<file path="config.mk">
export PLATFORM = sky130hd
export DESIGN_NAME = pipeline_hazard_ctrl
export DESIGN_NICKNAME = d
export VERILOG_FILES = /design/src/rtl/pipeline_hazard_ctrl_pkg.sv /design/src/rtl/pipeline_hazard_ctrl_sat_counter16.sv /design/src/rtl/pipeline_hazard_ctrl.sv
export SDC_FILE = /design/constraint.sdc
export NUM_CORES = 1
export LEC_CHECK = 0
export CORE_MARGIN = 8
export CORE_UTILIZATION = 43
export CTS_CLUSTER_SIZE = 40
export DETAILED_ROUTE_END_ITERATION = 6
export HOLD_SLACK_MARGIN = 0.08
export PLACE_DENSITY = 0.75
export SYNTH_ARGS = -nofsm -noshare
export SYNTH_HDL_FRONTEND = slang
export SYNTH_SLANG_ARGS = --single-unit
</file>
<file path="constraint.sdc">
create_clock -name clk -period 1.9 [get_ports clk]
set_clock_uncertainty 0.1 [all_clocks]
set_input_delay 0.19 -clock clk [delete_from_list [all_inputs] [get_ports clk]]
set_output_delay 0.19 -clock clk [all_outputs]
set_load 0.01 [all_outputs]
</file>
<file path="src/rtl/pipeline_hazard_ctrl_pkg.sv">
// Shared core definitions for the hazard controller: FSM states,
// memory-wait limit, counter widths and the load-use match helper.
package pipeline_hazard_ctrl_pkg;

  localparam int WAIT_LIMIT = 255;
  localparam int WAIT_W     = 8;
  localparam int CNT_W      = 16;

  typedef enum logic [1:0] {
    RUN      = 2'd0,
    MEM_WAIT = 2'd1,
    ERROR    = 2'd2
  } hz_state_t;

  // True when the ID instruction reads a register the EX load writes.
  // x0 never carries a real dependency.
  function automatic logic load_use_hit(
    input logic       memtoreg,
    input logic [4:0] rd,
    input logic [4:0] rs1,
    input logic       uses_rs1,
    input logic [4:0] rs2,
    input logic       uses_rs2
  );
    logic m1;
    logic m2;
    m1 = uses_rs1 && (rs1 == rd);
    m2 = uses_rs2 && (rs2 == rd);
    return memtoreg && (rd != 5'd0) && (m1 || m2);
  endfunction

endpackage

</file>
<file path="src/rtl/pipeline_hazard_ctrl_sat_counter16.sv">
// Saturating event counter with enable and synchronous clear.
// Ports: clk, clear (sync), enable, count (holds at all-ones).
module sat_counter16
  import pipeline_hazard_ctrl_pkg::*;
(
  input  logic             clk,
  input  logic             clear,
  input  logic             enable,
  output logic [CNT_W-1:0] count
);

  always_ff @(posedge clk) begin
    if (clear) begin
      count <= '0;
    end else if (enable && (count != '1)) begin
      count <= count + 1'b1;
    end
  end

endmodule

</file>
<file path="src/rtl/pipeline_hazard_ctrl.sv">
// Pipeline hazard controller: load-use bubbles, branch flushes,
// data-memory stalls with timeout, and saturating perf counters.
// Ports: clk, reset (sync, high); ID/EX/MEM hazard inputs;
// pc_write, ifid_write, ifid_flush, idex_flush, pipe_hold,
// mem_timeout, stall_cycles, flush_events.
module pipeline_hazard_ctrl
  import pipeline_hazard_ctrl_pkg::*;
(
  input  logic             clk,
  input  logic             reset,
  input  logic [4:0]       id_rs1,
  input  logic [4:0]       id_rs2,
  input  logic             id_uses_rs1,
  input  logic             id_uses_rs2,
  input  logic [4:0]       ex_rd,
  input  logic             ex_memtoreg,
  input  logic             ex_branch_taken,
  input  logic             mem_req,
  input  logic             mem_ready,
  output logic             pc_write,
  output logic             ifid_write,
  output logic             ifid_flush,
  output logic             idex_flush,
  output logic             pipe_hold,
  output logic             mem_timeout,
  output logic [CNT_W-1:0] stall_cycles,
  output logic [CNT_W-1:0] flush_events
);

  hz_state_t         state;
  hz_state_t         state_nx;
  logic [WAIT_W-1:0] wait_cnt;
  logic [WAIT_W-1:0] wait_nx;

  logic mem_stall;
  logic load_use;
  logic in_err;

  assign mem_stall = mem_req && !mem_ready;
  assign load_use  = load_use_hit(ex_memtoreg, ex_rd,
                                  id_rs1, id_uses_rs1,
                                  id_rs2, id_uses_rs2);
  assign in_err    = (state == ERROR);

  always_ff @(posedge clk) begin
    if (reset) begin
      state    <= RUN;
      wait_cnt <= '0;
    end else begin
      state    <= state_nx;
      wait_cnt <= wait_nx;
    end
  end

  always_comb begin
    state_nx = state;
    wait_nx  = wait_cnt;
    unique case (state)
      RUN: begin
        wait_nx = '0;
        if (mem_stall) state_nx = MEM_WAIT;
      end
      MEM_WAIT: begin
        if (!mem_stall) begin
          state_nx = RUN;
        end else if (wait_cnt == WAIT_W'(WAIT_LIMIT)) begin
          state_nx = ERROR;
        end else begin
          wait_nx = wait_cnt + 1'b1;
        end
      end
      ERROR: begin
        state_nx = ERROR;
      end
      default: begin
        state_nx = RUN;
        wait_nx  = '0;
      end
    endcase
  end

  // One-hot selects encode the priority so the decoder stays flat.
  logic sel_rst;
  logic sel_hold;
  logic sel_br;
  logic sel_lu;

  assign sel_rst  = reset;
  assign sel_hold = !reset && (in_err || mem_stall);
  assign sel_br   = !reset && !in_err && !mem_stall
                    && ex_branch_taken;
  assign sel_lu   = !reset && !in_err && !mem_stall
                    && !ex_branch_taken && load_use;

  always_comb begin
    pc_write   = 1'b1;
    ifid_write = 1'b1;
    ifid_flush = 1'b0;
    idex_flush = 1'b0;
    pipe_hold  = 1'b0;
    unique case (1'b1)
      sel_rst: begin
        pc_write   = 1'b0;
        ifid_write = 1'b0;
        ifid_flush = 1'b1;
        idex_flush = 1'b1;
      end
      sel_hold: begin
        pc_write   = 1'b0;
        ifid_write = 1'b0;
        pipe_hold  = 1'b1;
      end
      sel_br: begin
        ifid_flush = 1'b1;
        idex_flush = 1'b1;
      end
      sel_lu: begin
        pc_write   = 1'b0;
        ifid_write = 1'b0;
        idex_flush = 1'b1;
      end
      default: begin
      end
    endcase
  end

  assign mem_timeout = in_err && !reset;

  sat_counter16 u_stall_cnt (
    .clk    (clk),
    .clear  (reset),
    .enable (!pc_write),
    .count  (stall_cycles)
  );

  sat_counter16 u_flush_cnt (
    .clk    (clk),
    .clear  (reset),
    .enable (ifid_flush),
    .count  (flush_events)
  );

endmodule

</file>
==> key figures <==
Synth
  • Post-Syn Nets: 304
  • Cell Area, Synth: 2248 sq um
  • Ys Warns: 0
  • Netlist cell types: 40
  • Instance count of the mapped netlist: 278
  • Syn Area/Cell: 8.088 sq um
  • Post-synthesis sequential area ratio: 37.40%
  • Area contributors post-synth: dfxtp_1 37%, xnor2_1 7.4%, nor2_1 6.3%
  • Area leader, netlist: dfxtp_1
  • Flops & latches, synth: 42
  • Top cell type's share of synthesized area: 37.40%

GRT
  • All-Layer GR Usage: 16.63%
  • Initial antenna violation count: 0
  • Vias in the first global route: 2365
  • Largest net degree at the start of global routing: 32
  • Grt total ovfl: 0
  • Global-route wire length before repair: 10580 um

Route
  • Met2 WL: 3463 um
  • Detailed-route DRC error count: 0
  • WL met1: 2680 um
  • Number of detailed-route iterations in the first pass: 4
  • WL/cell: 14.20 um
  • Met3 wire len: 389 um
  • Iter 0 DRT Violations: 140
  • Vias after detailed routing: 2469
  • Final ANT Viol Nets: 0
  • Total Wirelength: 6615 um
  • Top Layer Used: met4
  • Vias per inst: 5.298

Floorplan
  • Site Rows: 26
  • DIE WIDTH: 88.31 um
  • Core area: 5075 sq um
  • Top-Level Pins: 61
  • Die area: 7799 sq um
  • Starting density of the core: 44.30%
  • Die H: 88.31 um

Clocking
  • H-tree depth: 2
  • # clock sinks: 42
  • TritonCTS Buffers: 5
  • CTS Root Cell: clkbuf_8
  • Clock transition at path regs: 0.08 ns
  • Latest clock arrival within the worst-skew pair: 0.29 ns
  • Clock buffer depth: 2
  • CTS tree: built

STA
  • Final WS setup: 0.06637 ns
  • Final Max Tran Viols: 0
  • Period utilization: 96.51%
  • RSZ-0062 raised after global routing: true
  • Period minus WS final: 1.834 ns
  • Max_slew headroom: 77.96%
  • Worst-Margin Slew: 0.3285 ns
  • Finish-stage setup viols: 0
  • Count of final hold-check violations: 0
  • Maximum clock frequency: 545.4 MHz

Setup path
  • CP endpoint kind: register
  • Buffers and inverters on the worst path: 3
  • Crit-path slowest cell: clkdlybuf4s50_1
  • CP Launch Type: primary input
  • Crit Path Max Fanout: 5
  • WP data required: 2.03 ns
  • CP most frequent cell: buf_4
  • Crit path kind: in -> reg
  • CP cell instances: clkdlybuf4s50_1, nor3b_4, buf_4, a31oi_1, buf_4, or4_1, a21oi_1
  • Crit path arrival time: 1.97 ns
  • CP max stage delay: 0.52 ns
  • CP top delay family: buffers and inverters

Placed design
  • Cell Count Post-Placement: 453
  • Final GP Congestion: 0.8133
  • HPWL Detailed: 4923 um
  • Buffers on Ports: 60
  • Pre-CTS setup slack: -0.6118 ns

Layout
  • Commonest cells after routing, fill and taps aside: 55 x buf_4, 39 x clkdlybuf4s50_1, 37 x dfxtp_1
  • Finished Layout Cells: 466
  • Syn-to-layout area delta: 59.65%
  • Most common cell after layout, fill and taps aside: buf_4
  • Final core occ: 70.73%
  • Layout cells sized above 1: 27.02%
  • Antenna Diode Count: 0
  • Layout net count: 421

Pwr
  • Leak: 1.333 nW
  • Pwr/cell area: 532.5 nW/um^2
  • Max VDD drop: 0.5193 mV

Run
  • Total of max-cap violations: 0

Hold path
  • Worst hold-check path type: reg -> reg

Status
  • Status: completed
kinds of logic (layout without fill, tap and decap cells):
| kind of cell | Yosys count | in the layout | synth area share, % |
|---|---|---|---|
| xor+xnor | 30 | 30 | 11.69 |
| fa+ha+maj | 3 | 3 | 1.670 |
| buf+inv | 16 | 134 | 3.172 |
| compound gates | 46 | 46 | 12.35 |
| simple gates | 137 | 137 | 31.83 |
| flops | 42 | 42 | 37.40 |
| mux | 4 | 4 | 1.892 |
through the flow:
step | instance area, sq um | total power (W) | TNS (ns) | hold WS (ns)
final | 3590 | 0.001911 | 0 | 0.4101
after global routing | 3590 | 0.001994 | -0.02130 | 0.4249
after CTS | 3480 | 0.001907 | 0 | 0.4073
after detailed placement | 3303 | 0.001213 | -10.54 | 0.3922
after global placement | 3303 | 0.001205 | -9.597 | 0.3859
after floorplan | 2256 | 0.001047 | 0 | 0.2545
power breakdown:
part | internal, W | switching (W) | total, W | leakage, nW
logic | 0.000155 | 0.000140 | 0.000295 | 0.940
clock network | 0.000392 | 0.000318 | 0.000710 | 0.0514
registers | 0.000895 | 0.0000108 | 0.000906 | 0.341
total | 0.00144 | 0.000469 | 0.00191 | 1.33
sequential cells by signal, summed over array words and instances (netlist names):
signal / flops
wait_cnt: 8
u_flush_cnt.count: 16
u_stall_cnt.count: 16
state: 2
Yosys cell counts (all sizes together):
cell type  number
clkbuf          6
nor4            8
xor2           11
mux2            2
o21ai          12
nor2           39
o21bai          1
a21oi          19
or3             8
dfxtp          42
o31ai           5
and4            1
ha              3
nor3            7
buf             3
nor2b           5
or4             7
nand4          16
a22oi           2
inv             7
nand2          16
nor3b           1
nand3          17
a31oi           2
a21o            1
o22ai           1
and3            5
or2             1
a211oi          3
nand2b          4
mux2i           2
xnor2          19
nor4b           2
timing repair:
item	4_1_cts	5_1_grt
cloned	1	0
pin swaps	23	14
gates resized for setup	47	34
endpoints found under the hold margin	0	0
setup buffers	3	1
hold buffers	0	0
endpoints found under the setup margin	22	33
worst reg2reg max path, cell delays in order (launching register included):
cell,delay [ns]
dfxtp_1,0.39
and4_1,0.25
and3_1,0.21
a31oi_1,0.11
buf_4,0.16
or4_1,0.40
a21oi_1,0.14
layout make-up:
cell class | count | area (sq um)
Clock buffer | 6 | 72.57
Clock inverter | 2 | 37.54
Fill cell | 415 | 1485
Inverter | 7 | 26.28
Multi-Input combinational cell | 220 | 1509
Sequential cell | 42 | 847.1
Tap cell | 70 | 87.58
Timing Repair Buffer | 119 | 1010
per-layer routing:
layer | vias up | global-route usage (%)
met5 | - | 0
met4 | 0 | 5.991
met3 | 7 | 3.528
met2 | 67 | 29.94
met1 | 1157 | 18.70
li1 | 1238 | -
worst paths after layout:
kind                                       startpoint                    end  slack [ns]  depth (start not counted)
worst min register to register  u_stall_cnt.count[11]  u_stall_cnt.count[11]        0.41                          2
worst max-delay path                  ex_branch_taken  u_stall_cnt.count[13]        0.07                          7
worst min-delay path            u_stall_cnt.count[11]  u_stall_cnt.count[11]        0.41                          2
worst max register to register   u_stall_cnt.count[7]  u_stall_cnt.count[13]        0.08                          6
(Power assumes the default switching activity.)
